### config.mk
export PLATFORM = sky130hd
export DESIGN_NAME = vga_tile_compositor
export DESIGN_NICKNAME = d
export VERILOG_FILES = /design/src/rtl/vga_tile_compositor.sv
export SDC_FILE = /design/constraint.sdc
export NUM_CORES = 1
export LEC_CHECK = 0
export CAP_MARGIN = 0
export CORE_AREA = 3 3 327 329
export DETAILED_ROUTE_END_ITERATION = 8
export DIE_AREA = 0 0 330 332
export GPL_ROUTABILITY_DRIVEN = 0
export GPL_TIMING_DRIVEN = 0
export MAX_ROUTING_LAYER = met4
export PLACE_DENSITY = 0.46
export SLEW_MARGIN = 20
export SYNTH_ARGS = -nofsm -noshare
export SYNTH_HDL_FRONTEND = slang
export SYNTH_SLANG_ARGS = --single-unit
### constraint.sdc
create_clock -name clk25 -period 13.92 [get_ports clk25]
set_input_delay 1.392 -clock clk25 [delete_from_list [all_inputs] [get_ports clk25]]
set_output_delay 1.392 -clock clk25 [all_outputs]
set_load 0.02 [all_outputs]
### src/rtl/vga_tile_compositor.sv
// Three-stage VGA compositor: board tiles from an occupancy bitmap, food and eye sprites,
// and N-digit score/high-score readouts refreshed once per frame by a double-dabble converter.
module vga_tile_compositor #(
    parameter int BOARD_W    = 10,
    parameter int BOARD_H    = 10,
    parameter int TILE       = 40,
    parameter int X0         = 48,
    parameter int Y0         = 48,
    parameter int NUM_DIGITS = 3,
    parameter int GLYPH      = 50,
    parameter int SCORE_X    = 473,
    parameter int SCORE_Y    = 88,
    parameter int HS_Y       = 208,
    parameter int EYE_GLYPH  = 11,
    parameter int VAL_W      = 32
) (
    input  logic                                 clk25,
    input  logic                                 reset,
    input  logic [9:0]                           x,
    input  logic [9:0]                           y,
    input  logic                                 active,
    input  logic                                 screen_end,
    input  logic [11:0]                          bg_color,
    input  logic                                 upd_valid,
    output logic                                 upd_ready,
    input  logic [7:0]                           upd_x,
    input  logic [7:0]                           upd_y,
    input  logic                                 upd_set,
    input  logic                                 clr_req,
    input  logic [7:0]                           head_x,
    input  logic [7:0]                           head_y,
    input  logic [7:0]                           food_x,
    input  logic [7:0]                           food_y,
    input  logic [VAL_W-1:0]                     score,
    input  logic [VAL_W-1:0]                     high_score,
    input  logic                                 game_done,
    output logic [$clog2(16*GLYPH*GLYPH)-1:0]    glyph_addr,
    input  logic                                 glyph_bit,
    output logic [$clog2(TILE*TILE)-1:0]         apple_addr,
    input  logic                                 apple_bit,
    output logic [11:0]                          pix_color,
    output logic                                 pix_active
);

    localparam int N_TILES = BOARD_W * BOARD_H;
    localparam int IDX_W   = $clog2(N_TILES);
    localparam int GA_W    = $clog2(16 * GLYPH * GLYPH);
    localparam int AA_W    = $clog2(TILE * TILE);
    localparam int BCD_W   = 4 * NUM_DIGITS;
    localparam int CNT_W   = $clog2(VAL_W + 1);
    localparam logic [VAL_W-1:0] LIMIT = VAL_W'(10 ** NUM_DIGITS);
    localparam logic [BCD_W-1:0] ALL_NINES = {NUM_DIGITS{4'h9}};

    typedef enum logic [1:0] {IDLE, LOAD, SHIFT, COMMIT} conv_state_t;

    conv_state_t      state;
    logic [N_TILES-1:0] occ;
    logic             sweeping;
    logic [IDX_W-1:0] clr_idx;
    logic [BCD_W-1:0] disp_score, disp_hs, bcd_score, bcd_hs;
    logic [VAL_W-1:0] sh_score, sh_hs, prev_hs;
    logic             sat_score, sat_hs, have_prev;
    logic [CNT_W-1:0] bit_cnt;
    logic [11:0]      snake_color;

    logic             c_board, c_food, c_head, c_read, in_score, in_hs;
    logic [IDX_W-1:0] c_idx, w_idx;
    logic [GA_W-1:0]  c_gaddr;
    logic [AA_W-1:0]  c_aaddr;
    logic             w_ok;
    int               dx, dy, sx, tx, ty, ox, oy, row, pos, dig;

    logic             s0_active, s0_read, s0_food, s0_head, s0_board;
    logic [IDX_W-1:0] s0_idx;
    logic             s1_active, s1_read, s1_food, s1_head, s1_occ;

    assign upd_ready = ~sweeping;
    assign w_ok  = (int'(upd_x) < BOARD_W) && (int'(upd_y) < BOARD_H);
    assign w_idx = w_ok ? IDX_W'(int'(upd_y) * BOARD_W + int'(upd_x)) : '0;

    // Stage-0 geometry: board tile, readout digit position and the shared glyph address.
    always_comb begin
        dx = int'(x) - X0;
        dy = int'(y) - Y0;
        sx = int'(x) - SCORE_X;
        tx = dx / TILE;
        ty = dy / TILE;
        ox = dx % TILE;
        oy = dy % TILE;
        c_board  = (dx >= 0) && (dx < BOARD_W * TILE) && (dy >= 0) && (dy < BOARD_H * TILE);
        c_food   = c_board && (tx == int'(food_x)) && (ty == int'(food_y));
        c_head   = c_board && (tx == int'(head_x)) && (ty == int'(head_y));
        c_idx    = c_board ? IDX_W'(ty * BOARD_W + tx) : '0;
        in_score = (sx >= 0) && (sx < NUM_DIGITS * GLYPH) &&
                   (int'(y) >= SCORE_Y) && (int'(y) < SCORE_Y + GLYPH);
        in_hs    = (sx >= 0) && (sx < NUM_DIGITS * GLYPH) &&
                   (int'(y) >= HS_Y) && (int'(y) < HS_Y + GLYPH);
        c_read   = in_score || in_hs;
        row      = in_score ? int'(y) - SCORE_Y : int'(y) - HS_Y;
        pos      = NUM_DIGITS - 1 - sx / GLYPH;
        dig      = 0;
        for (int i = 0; i < NUM_DIGITS; i++) begin
            if (i == pos)
                dig = in_score ? int'(disp_score[4*i +: 4]) : int'(disp_hs[4*i +: 4]);
        end
        if (c_read)
            c_gaddr = GA_W'(dig * GLYPH * GLYPH + row * GLYPH + sx % GLYPH);
        else if (c_board)
            c_gaddr = GA_W'(EYE_GLYPH * GLYPH * GLYPH + oy * GLYPH + ox);
        else
            c_gaddr = '0;
        c_aaddr = c_board ? AA_W'(oy * TILE + ox) : '0;
    end

    always_ff @(posedge clk25 or posedge reset) begin
        if (reset) begin
            s0_active <= 1'b0; s0_read <= 1'b0; s0_food <= 1'b0; s0_head <= 1'b0;
            s0_board  <= 1'b0; s0_idx  <= '0;   glyph_addr <= '0; apple_addr <= '0;
            s1_active <= 1'b0; s1_read <= 1'b0; s1_food <= 1'b0; s1_head <= 1'b0;
            s1_occ    <= 1'b0; pix_active <= 1'b0; pix_color <= 12'h000;
        end else begin
            s0_active  <= active;
            s0_read    <= c_read;
            s0_food    <= c_food;
            s0_head    <= c_head;
            s0_board   <= c_board;
            s0_idx     <= c_idx;
            glyph_addr <= c_gaddr;
            apple_addr <= c_aaddr;
            s1_active  <= s0_active;
            s1_read    <= s0_read;
            s1_food    <= s0_food;
            s1_head    <= s0_head;
            s1_occ     <= s0_board & occ[s0_idx];
            pix_active <= s1_active;
            if (!s1_active)                 pix_color <= 12'h000;
            else if (s1_read)               pix_color <= glyph_bit ? 12'h000 : bg_color;
            else if (s1_food)               pix_color <= apple_bit ? 12'hF00 : bg_color;
            else if (s1_head && glyph_bit)  pix_color <= 12'h000;
            else if (s1_occ)                pix_color <= game_done ? 12'h777 : snake_color;
            else                            pix_color <= bg_color;
        end
    end

    // Reset leaves a sweep pending so the bitmap is cleared one bit per cycle after release.
    always_ff @(posedge clk25 or posedge reset) begin
        if (reset) begin
            occ      <= '0;
            sweeping <= 1'b1;
            clr_idx  <= '0;
        end else begin
            if (upd_valid && upd_ready && w_ok)
                occ[w_idx] <= upd_set;
            if (clr_req) begin
                sweeping <= 1'b1;
                clr_idx  <= '0;
            end else if (sweeping) begin
                occ[clr_idx] <= 1'b0;
                if (clr_idx == IDX_W'(N_TILES - 1))
                    sweeping <= 1'b0;
                else
                    clr_idx <= clr_idx + IDX_W'(1);
            end
        end
    end

    function automatic logic [BCD_W-1:0] dabble(input logic [BCD_W-1:0] b, input logic in_bit);
        logic [BCD_W-1:0] t;
        t = b;
        for (int i = 0; i < NUM_DIGITS; i++) begin
            if (t[4*i +: 4] >= 4'd5)
                t[4*i +: 4] = t[4*i +: 4] + 4'd3;
        end
        return {t[BCD_W-2:0], in_bit};
    endfunction

    // Both readouts convert together and swap in at COMMIT so a frame never shows mixed digits.
    always_ff @(posedge clk25 or posedge reset) begin
        if (reset) begin
            state       <= IDLE;
            sh_score    <= '0;
            sh_hs       <= '0;
            bcd_score   <= '0;
            bcd_hs      <= '0;
            sat_score   <= 1'b0;
            sat_hs      <= 1'b0;
            bit_cnt     <= '0;
            prev_hs     <= '0;
            have_prev   <= 1'b0;
            snake_color <= 12'h0F0;
            disp_score  <= '0;
            disp_hs     <= '0;
        end else begin
            case (state)
                IDLE: if (screen_end) state <= LOAD;
                LOAD: begin
                    sh_score  <= score;
                    sh_hs     <= high_score;
                    sat_score <= score >= LIMIT;
                    sat_hs    <= high_score >= LIMIT;
                    bcd_score <= '0;
                    bcd_hs    <= '0;
                    bit_cnt   <= '0;
                    if (have_prev && high_score != prev_hs)
                        snake_color <= {snake_color[7:0], snake_color[11:8]};
                    prev_hs   <= high_score;
                    have_prev <= 1'b1;
                    state     <= SHIFT;
                end
                SHIFT: begin
                    bcd_score <= dabble(bcd_score, sh_score[VAL_W-1]);
                    bcd_hs    <= dabble(bcd_hs, sh_hs[VAL_W-1]);
                    sh_score  <= sh_score << 1;
                    sh_hs     <= sh_hs << 1;
                    bit_cnt   <= bit_cnt + CNT_W'(1);
                    if (bit_cnt == CNT_W'(VAL_W - 1))
                        state <= COMMIT;
                end
                COMMIT: begin
                    disp_score <= sat_score ? ALL_NINES : bcd_score;
                    disp_hs    <= sat_hs ? ALL_NINES : bcd_hs;
                    state      <= IDLE;
                end
                default: state <= IDLE;
            endcase
        end
    end

endmodule
==> flow_summary.ini <==
[layout]
fillCellCount = 10900
layout-drive-gt1-share_pct = 8.26
final_nets = 3480
fin_cells = 4475
final_util_pct = 30.1
syn2layout_area_growth_pct = 20.0

[logic_synthesis]
synth_most_common_cell = dfrtp_1
yosysUniqueCellTypes = 103
synth_top_cell_area_share_pct = 31.4
seq_area_frac_synth_pct = 31.9
yosys-top-cells-area = dfrtp_1 (31%), ha_1 (11%), mux2i_1 (7.2%)
synth_seq_cells = 332
synth_area_um2 = 26000
synthTopCellsByCount = dfrtp_1 (327), a21oi_1 (307), inv_1 (261)
synth_flop_cell = dfrtp_1
yosysWarningCount = 0
synth.net_count = 3240
synth_area_per_cell_um2 = 9.24
syn-instance-count = 2819
async_flop_share_pct = 100
synth_edf_count = 0
yosys.area.top_type = dfrtp_1

[routing]
routed_via_density = 4.61
drc_errors = 0
ant_nets = 0
drtIter0Drc = 1095
drt_pass1_iterations = 5
drt-wirelength-per-cell_um = 17.8
vias = 20600
drt_wl_total_um = 79400

[timing]
fin_ws_ps = 798
setup_violations = 0
relSlewSlack_pct = 21.2
setup_tns_ps = 0
period_needed_ps = 13120
rsz0062_at_grt = no
fin_crit_sh_pct = 94.3
finClkSkew_ps = 22.5
finalHoldViolCount = 0
worst_pin_slew_ps = 1170
slew_violations = 0
max_freq_ghz = 0.0762

[floorplan]
start_util_pct = 25.1
chipWidth_um = 330
io_pins = 195
die_area_um2 = 110000
core_um2 = 104000
die_h_um = 332
rows = 118

[placed_design]
dpl.cell_count = 4389
portBuffers = 186
pre_cts_ws_ps = -1080
hpwl_um = 60600

[power]
power_density_nw_per_um2 = 193
leakagePower_nw = 14.2
peakVddDrop_mv = 0.132

[grt]
grt-busiest-layer = met2
overflow = 0
met3_usage_pct = 3.01
grt_pass1_wl_um = 124000
grt_pass1_vias = 20800
grtUsageMet2_pct = 22.6
grt_max_degree = 87
antenna_found_initial = 8
track_usage_pct = 14.8
grt_util_met1_pct = 20.4

[setup_path]
cp.arrival_ps = 13650
crit_top_cell = ha_1
critPathCaptureType = flop
crit_slowest_cell = clkdlybuf4s50_1
max_stage_delay_ps = 660
worstSetupPathType = primary input to flop
required_ps = 14450
startpoint_type = primary input
worst-path-max-fanout = 10

[status]
status = finished, final reports clean

[cts]
insertion_delay_ps = 590
htree_levels = 2
numCtsBuffers = 42
clockBufferDepth = 3
cts.sinks = 332
cts.clk_slew.worst_paths_ps = 60
root_buffer = clkbuf_16
cts_tree = yes

[hold_path]
hold_class = flop to flop

[flow_run]
max_cap_violations = 0
## registers in the layout (all words and copies together), names as in the netlist, 16 cells and up
name,flops
glyph_addr,16
sh_hs,32
occ,100
prev_hs,32
sh_score,32
## path summary, 6_finish.rpt
| kind | end | slack [ps] | from | cells past startpoint |
|---|---|---|---|---|
| hold / removal | s1_food | 350 | s0_food | 0 |
| max in group asynchronous | snake_color[5] | 11260 | reset | 5 |
| min in group asynchronous | sat_score | 1150 | reset | 2 |
| hold reg to reg | s1_food | 350 | s0_food | 0 |
| setup / recovery | glyph_addr[15] | 800 | x[0] | 52 |
| setup reg to reg | glyph_addr[15] | 7120 | disp_hs[11] | 30 |
## cells by family after synthesis
group,Yosys count,synth area share (%)
fa+ha+maj,271,14.3
xor+xnor,229,7.95
buf+inv,390,5.81
compound gates,639,15.3
flops,332,31.9
mux,278,12.5
simple gates,680,12.2
## per-stage QoR
step,power (W),area (um2),hold WS (ps)
after floorplan,0.00396,26000,331
after global placement,0.00496,29600,332
after detailed placement,0.00498,29800,335
after CTS,0.00611,31100,348
after global routing,0.00661,31200,360
final,0.00603,31300,347
## placed cells by master, fill, tap and decap left out, types with 28 or more instances in the layout
master           Yosys  final
dfrtp_1            327    327
clkbuf_1            96    106
fa_1                45     45
a21o_1              37     37
nand2_1            231    231
ha_1               222    222
mux4_2              32     32
o21bai_1            30     30
nand2b_1            31     31
o21ai_0             80     78
o22ai_1             41     41
clkbuf_16            0     43
mux2i_1            188    188
inv_1              261    260
xor2_1              62     62
nor3_1              35     30
nand3_1             28     28
xnor2_1            160    159
mux2_2              56     56
a21oi_1            307    302
nor2_1             206    206
clkdlybuf4s50_1      0    186
## critical path: cells and delay by family
kind                     cells  cell delay, ps
XOR/XNOR                    10            1810
AO/OA/AOI/OAI               15            3360
AND/OR/NAND/NOR              9            1960
buffers and inverters        9            1950
adder cells (fa/ha/maj)      9            3130
## area by class of cell
class                   instances  area [um2]  area share [%]
clock inverters                15         148           0.472
flip-flops and latches        332        8310            26.6
inverters                     262         991            3.17
diodes                          7        17.5          0.0561
repair buffers                197        2020            6.48
well taps                    1380        1730            5.53
clock buffers                  58        1170            3.75
multi-input cells            2097       16300            52.2
plain buffers                 127         531            1.70
## power by group
part | internal, W | total, W | switching [W]
Sequential | 0.00115 | 0.00126 | 0.000102
Combinational | 0.00152 | 0.00370 | 0.00218
Clock | 0.000625 | 0.00108 | 0.000452
Total | 0.00330 | 0.00603 | 0.00273
## what timing repair did
action / CTS / global route
setup endpoints to repair: 2 / 4
pin swaps: 0 / 4
resized for setup: 3 / 16
setup buffers: 0 / 7
hold buffers: 0 / 0
## routing by layer
layer	share of wire, %	wire length (um)
met1	48	38200
met2	44	35300
met3	5.9	4660
met4	1.6	1260
met5	0	0
Power figures use the tool's default switching activity.
